$ cat src/rtl/strobe_decoder_pkg.sv
// strobe_decoder_pkg
//   Shared definitions for the strobe decoder:
//     state_e     - FSM states (IDLE, PULSE, GAP)
//     CNT_W       - width of the pulse/gap down-counter (holds 1..255)
//     line_level  - maps a logical "line on" bit to its electrical level
package strobe_decoder_pkg;

  typedef enum logic [1:0] {
    IDLE  = 2'd0,
    PULSE = 2'd1,
    GAP   = 2'd2
  } state_e;

  localparam int CNT_W = 8;

  // Active-low lines are driven to 0 when on, 1 when off.
  function automatic logic line_level(input logic active_low, input logic on);
    return on ^ active_low;
  endfunction

endpackage

$ cat src/rtl/onehot_decode.sv
// onehot_decode
//   Purely combinational select decoder. sel_i = 0 lights the MSB, so
//   output bit N-1-sel_i is the single bit set.
//   Ports:
//     sel_i     [SEL_W-1:0]  line index
//     onehot_o  [N-1:0]      one-hot decode, MSB-first ordering
module onehot_decode
  import strobe_decoder_pkg::*;
#(
  parameter int SEL_W = 3,
  parameter int N     = 2 ** SEL_W
) (
  input  logic [SEL_W-1:0] sel_i,
  output logic [N-1:0]     onehot_o
);

  always_comb begin
    onehot_o = '0;
    for (int i = 0; i < N; i++) begin
      onehot_o[i] = (sel_i == SEL_W'(N - 1 - i));
    end
  end

endmodule

$ cat src/rtl/strobe_decoder.sv
// strobe_decoder
//   Accepts a strobe request while idle and enabled, drives one of N strobe
//   lines active for PULSE_CYCLES cycles, then holds all lines inactive for
//   DEAD_CYCLES cycles before becoming ready again. Losing enable during the
//   pulse cuts it short and reports aborted instead of done.
//   Ports:
//     clk      system clock, rising edge
//     rst      synchronous active-high reset
//     en_g1    enable, active-high
//     en_g2    [1:0] enables, both active-low
//     req      strobe request, taken only while ready and enabled
//     sel      [SEL_W-1:0] line index, sampled on accept
//     ready    high only in IDLE
//     strobe   [N-1:0] registered strobe lines (one-cold when ACTIVE_LOW=1)
//     done     one-cycle pulse after a full-length pulse
//     aborted  one-cycle pulse after a pulse cut short by disable
module strobe_decoder
  import strobe_decoder_pkg::*;
#(
  parameter int SEL_W        = 3,
  parameter int PULSE_CYCLES = 1,
  parameter int DEAD_CYCLES  = 1,
  parameter int ACTIVE_LOW   = 1
) (
  input  logic                  clk,
  input  logic                  rst,
  input  logic                  en_g1,
  input  logic [1:0]            en_g2,
  input  logic                  req,
  input  logic [SEL_W-1:0]      sel,
  output logic                  ready,
  output logic [2**SEL_W-1:0]   strobe,
  output logic                  done,
  output logic                  aborted
);

  localparam int             N      = 2 ** SEL_W;
  localparam logic           ACT_LO = (ACTIVE_LOW != 0);
  localparam logic [CNT_W-1:0] P_LOAD = CNT_W'(PULSE_CYCLES);
  localparam logic [CNT_W-1:0] D_LOAD = CNT_W'(DEAD_CYCLES);
  localparam logic [CNT_W-1:0] CNT_ONE = CNT_W'(1);

  if (PULSE_CYCLES < 1 || PULSE_CYCLES > 255) begin : g_bad_pulse
    $error("strobe_decoder: PULSE_CYCLES must be in 1..255");
  end
  if (DEAD_CYCLES < 1 || DEAD_CYCLES > 255) begin : g_bad_dead
    $error("strobe_decoder: DEAD_CYCLES must be in 1..255");
  end
  if (SEL_W < 1) begin : g_bad_sel
    $error("strobe_decoder: SEL_W must be at least 1");
  end

  state_e           state_q;
  logic [CNT_W-1:0] cnt_q;
  logic [SEL_W-1:0] sel_q;
  logic [N-1:0]     strobe_q;
  logic             ready_q;
  logic             done_q;
  logic             aborted_q;

  logic             enabled;
  logic             accept;
  logic [SEL_W-1:0] dec_sel;
  logic [N-1:0]     onehot;
  logic [N-1:0]     strobe_on;
  logic [N-1:0]     strobe_off;

  assign enabled = en_g1 && (en_g2 == 2'b00);
  assign accept  = (state_q == IDLE) && req && enabled;

  // While idle the live sel is decoded so the line can go active on the
  // accepting edge; afterwards only the latched index is used.
  assign dec_sel = (state_q == IDLE) ? sel : sel_q;

  onehot_decode #(
    .SEL_W (SEL_W),
    .N     (N)
  ) u_decode (
    .sel_i    (dec_sel),
    .onehot_o (onehot)
  );

  always_comb begin
    strobe_on = '0;
    for (int i = 0; i < N; i++) begin
      strobe_on[i] = line_level(ACT_LO, onehot[i]);
    end
  end

  assign strobe_off = {N{ACT_LO}};

  always_ff @(posedge clk) begin
    if (accept) begin
      sel_q <= sel;
    end
  end

  always_ff @(posedge clk) begin
    if (rst) begin
      state_q   <= IDLE;
      cnt_q     <= '0;
      strobe_q  <= strobe_off;
      ready_q   <= 1'b1;
      done_q    <= 1'b0;
      aborted_q <= 1'b0;
    end else begin
      done_q    <= 1'b0;
      aborted_q <= 1'b0;
      unique case (state_q)
        IDLE: begin
          if (accept) begin
            state_q  <= PULSE;
            cnt_q    <= P_LOAD;
            strobe_q <= strobe_on;
            ready_q  <= 1'b0;
          end
        end
        PULSE: begin
          // Disable wins over a normal end on the same cycle.
          if (!enabled) begin
            state_q   <= GAP;
            cnt_q     <= D_LOAD;
            strobe_q  <= strobe_off;
            aborted_q <= 1'b1;
          end else if (cnt_q == CNT_ONE) begin
            state_q  <= GAP;
            cnt_q    <= D_LOAD;
            strobe_q <= strobe_off;
            done_q   <= 1'b1;
          end else begin
            cnt_q    <= cnt_q - CNT_ONE;
            strobe_q <= strobe_on;
          end
        end
        GAP: begin
          if (cnt_q == CNT_ONE) begin
            state_q <= IDLE;
            cnt_q   <= '0;
            ready_q <= 1'b1;
          end else begin
            cnt_q <= cnt_q - CNT_ONE;
          end
        end
        default: begin
          state_q  <= IDLE;
          cnt_q    <= '0;
          strobe_q <= strobe_off;
          ready_q  <= 1'b1;
        end
      endcase
    end
  end

  assign ready   = ready_q;
  assign strobe  = strobe_q;
  assign done    = done_q;
  assign aborted = aborted_q;

endmodule

$ cat config.mk
export PLATFORM = sky130hd
export DESIGN_NAME = strobe_decoder
export DESIGN_NICKNAME = d
export VERILOG_FILES = /design/src/rtl/strobe_decoder_pkg.sv /design/src/rtl/onehot_decode.sv /design/src/rtl/strobe_decoder.sv
export SDC_FILE = /design/constraint.sdc
export NUM_CORES = 1
export LEC_CHECK = 0
export CAP_MARGIN = 10
export CORE_MARGIN = 5
export CORE_UTILIZATION = 51
export DETAILED_ROUTE_END_ITERATION = 6
export PLACE_DENSITY = 0.78
export SLEW_MARGIN = 10
export SYNTH_ARGS = -nofsm -noshare
export SYNTH_HDL_FRONTEND = slang
export SYNTH_HIERARCHICAL = 1
export SYNTH_SLANG_ARGS = --single-unit
$ cat constraint.sdc
create_clock -name clk -period 1.8 [get_ports clk]
set_input_delay 0.36 -clock clk [delete_from_list [all_inputs] [get_ports clk]]
set_output_delay 0.36 -clock clk [all_outputs]
set_load 0.01 [all_outputs]
==> impl_metrics.ini <==
[flow_run]
maxCapViolCount = 0

[timing]
timing.fmax_mhz = 609.6
worstMarginPinSlew_ns = 0.4181
slew_viol_final = 0
setup_viol = 0
max_slew_margin_pct = 72.07
fin_crit_sh_pct = 91.14
finalHoldViolations = 0
rsz0062_at_grt = false
worst_slack_ns = 0.1595
fin_crit_ns = 1.640
fin_setup_tns_ns = 0
whs_ns = 0.5013
fin_worst_skew_ns = 0.003727

[synthesis]
syn_inst = 123
netlist_area_um2 = 1136
synthFlopType = dfxtp_1
synth_top_area_share_pct = 37.00
yosys.area.top_type = dfxtp_1
ys_top_cells_by_count = 21 x dfxtp_1, 14 x nor2_1, 13 x a21oi_1
postSynthAreaPerCell_um2 = 9.237
ys_seq_area_share_pct = 44.93
synth_warnings = 6
synth_edf_count = 3
yosysMostFrequentCell = dfxtp_1
syn-num-nets = 134
yosys_register_bits = 24
synthArstFlopShare_pct = 0
synth_cell_type_count = 37
ys_top_cells_by_area = dfxtp_1 37%, edfxtp_1 7.9%, a21oi_1 5.7%

[worst_hold_path]
whs_path_depth = 2
min-delay-start = strobe[0]
min_path_type = flip-flop to flip-flop
hold_path_end = strobe[0]

[cells_and_area]
area_growth_pct = 26.76
diodes = 0
nNetsFinal = 163
nFillCells = 197
design_area_um2 = 1440
drive_gt1_share_pct = 15.89

[setup_path]
reg2reg_slack_ns = 0.16
startpoint_type = flip-flop
rr_worst_depth = 7
worstReg2RegEnd = strobe[1]
crit_required_ns = 2.05
worstSetupPathType = flip-flop to flip-flop
cp-end-kind = flip-flop
worstPathArrival_ns = 1.89
cp_max_fo = 9
r2r_start = cnt_q[1]

[floorplan]
die_area_um2 = 3271
num_rows = 17
coreArea_um2 = 2170
die_x_um = 57.20
start_util_pct = 52.36
ios = 20
die_h_um = 57.20

[clocking]
post-cts-setup-buffers = 0
cts_tree = yes
postCtsHoldBufs = 0
clk_latency_ns = 0.31
cts_resized = 0
clk_path_buf_depth = 2
numCtsBuffers = 3
clk_pin_slew_ns = 0.13
clock-root-buffer = clkbuf_4
cts_max_level = 1
clock-sinks = 24

[power_and_ir_drop]
seqPwrFrac_pct = 57.5
p_leak_nw = 0.5576
power.internal_w = 0.0007432
power.share.clock_pct = 24.2
p_sw_w = 0.0002736
p_comb_share_pct = 18.4
power_density_nw_per_um2 = 706.0
max-vdd-ir-drop_v = 0.0005107
swShare_pct = 26.91

[placement]
place_congestion = 0.8004
io_buffers = 19
hpwl_mm = 1.965
pre_cts_slack_ns = -0.07331
placed_area_um2 = 1414

[grt]
grt_pass1_wl_mm = 4.429
grt_pass1_vias = 1041
gr-total-overflow = 0
grtUsageTotal_pct = 16.88
grt_max_degree = 14
antenna_found_initial = 0

[drt]
wirelength_mm = 2.602
firstDrtPassIters = 4
vias = 988
drc = 0
viasPerCell = 5.520
wl_per_cell_um = 14.54
drt_iter0_drc = 25
ant_nets = 0

[run_status]
status = finished, final reports clean
through the flow:
stage          std cells  util [%]  power (W)
2_1_floorplan        123         -  0.0007081
3_3_place_gp         175     65.17  0.0007736
3_5_place_dp         175     65.17  0.0007810
4_1_cts              179     66.38   0.001026
5_1_grt              179     66.38   0.001070
6_report             179     66.38   0.001017
critical path, cell delays in order (launching register included):
cell     delay (ns)
dfxtp_1        0.35
inv_1          0.08
ha_1           0.15
nor3b_1        0.38
and2_4         0.24
a21oi_2        0.05
buf_4          0.16
a21oi_1        0.15
area by class of cell:
type | count | area (µm²) | share of cell area, %
repair buffers | 27 | 262.8 | 18.25
well taps | 28 | 35.03 | 2.433
multi-input cells | 92 | 590.6 | 41.01
inverters | 4 | 15.01 | 1.043
clock buffers | 4 | 26.28 | 1.825
flip-flops and latches | 24 | 510.5 | 35.45
registers in the layout (all words and copies together) (netlist names):
| name | count |
|---|---|
| done | 1 |
| cnt_q | 8 |
| strobe | 8 |
| ready | 1 |
| state_q | 2 |
| aborted | 1 |
| sel_q | 3 |
how the worst max path moves through the flow:
| stage | end | depth (start not counted) | from | slack, ns |
|---|---|---|---|---|
| after global routing | strobe[7] | 7 | cnt_q[1] | 0.02 |
| after floorplan | state_q[1] | 6 | cnt_q[1] | 0.39 |
| after detailed placement | cnt_q[4] | 6 | en_g2[0] | -0.07 |
| after global placement | strobe[7] | 5 | en_g2[0] | -0.02 |
| final | strobe[1] | 7 | cnt_q[1] | 0.16 |
| after CTS | strobe[1] | 7 | cnt_q[1] | 0.16 |
layer usage:
| metal | wire (µm) | vias up | track usage [%] |
|---|---|---|---|
| met3 | 95 | 6 | 2.715 |
| met4 | 38 | 0 | 7.285 |
| li1 | - | 495 | - |
| met1 | 1133 | 465 | 20.03 |
| met2 | 1335 | 22 | 29.85 |
| met5 | 0 | - | 0 |
placed cells by master, fill, tap and decap left out, types with 2 or more instances in the layout:
cell             Yosys  final
dfxtp_1             21     21
clkdlybuf4s50_1      0     19
nor2_1              14     14
a21oi_1             13     13
nand2_1             11     11
nor3_1               7      7
buf_4                0      7
nor3b_1              6      6
o21ai_0              5      5
xor2_1               5      5
inv_1                4      4
o211ai_1             3      3
clkbuf_4             0      3
edfxtp_1             3      3
and3b_2              3      3
a21oi_2              2      2
nor4_1               2      2
ha_1                 2      2
kinds of logic after synthesis:
| family | Yosys count | share of synthesized area (%) |
|---|---|---|
| xor gates and xnor gates | 5 | 3.854 |
| adders and majority gates | 2 | 2.202 |
| and+or+nand+nor | 55 | 28.86 |
| buffers and inverters | 7 | 3.083 |
| DFF | 24 | 44.93 |
| muxes | 1 | 0.8811 |
| AOI/OAI and AO/OA | 29 | 16.19 |
power by group through the flow:
stage	Clock, W	Combinational, W	Sequential [W]
2_1_floorplan	0	0.000114	0.000594
3_3_place_gp	0	0.000178	0.000595
3_5_place_dp	0	0.000185	0.000596
4_1_cts	0.000256	0.000186	0.000584
5_1_grt	0.000276	0.000206	0.000587
6_report	0.000246	0.000187	0.000584
Note: power is estimated with default switching activity, not from simulation.
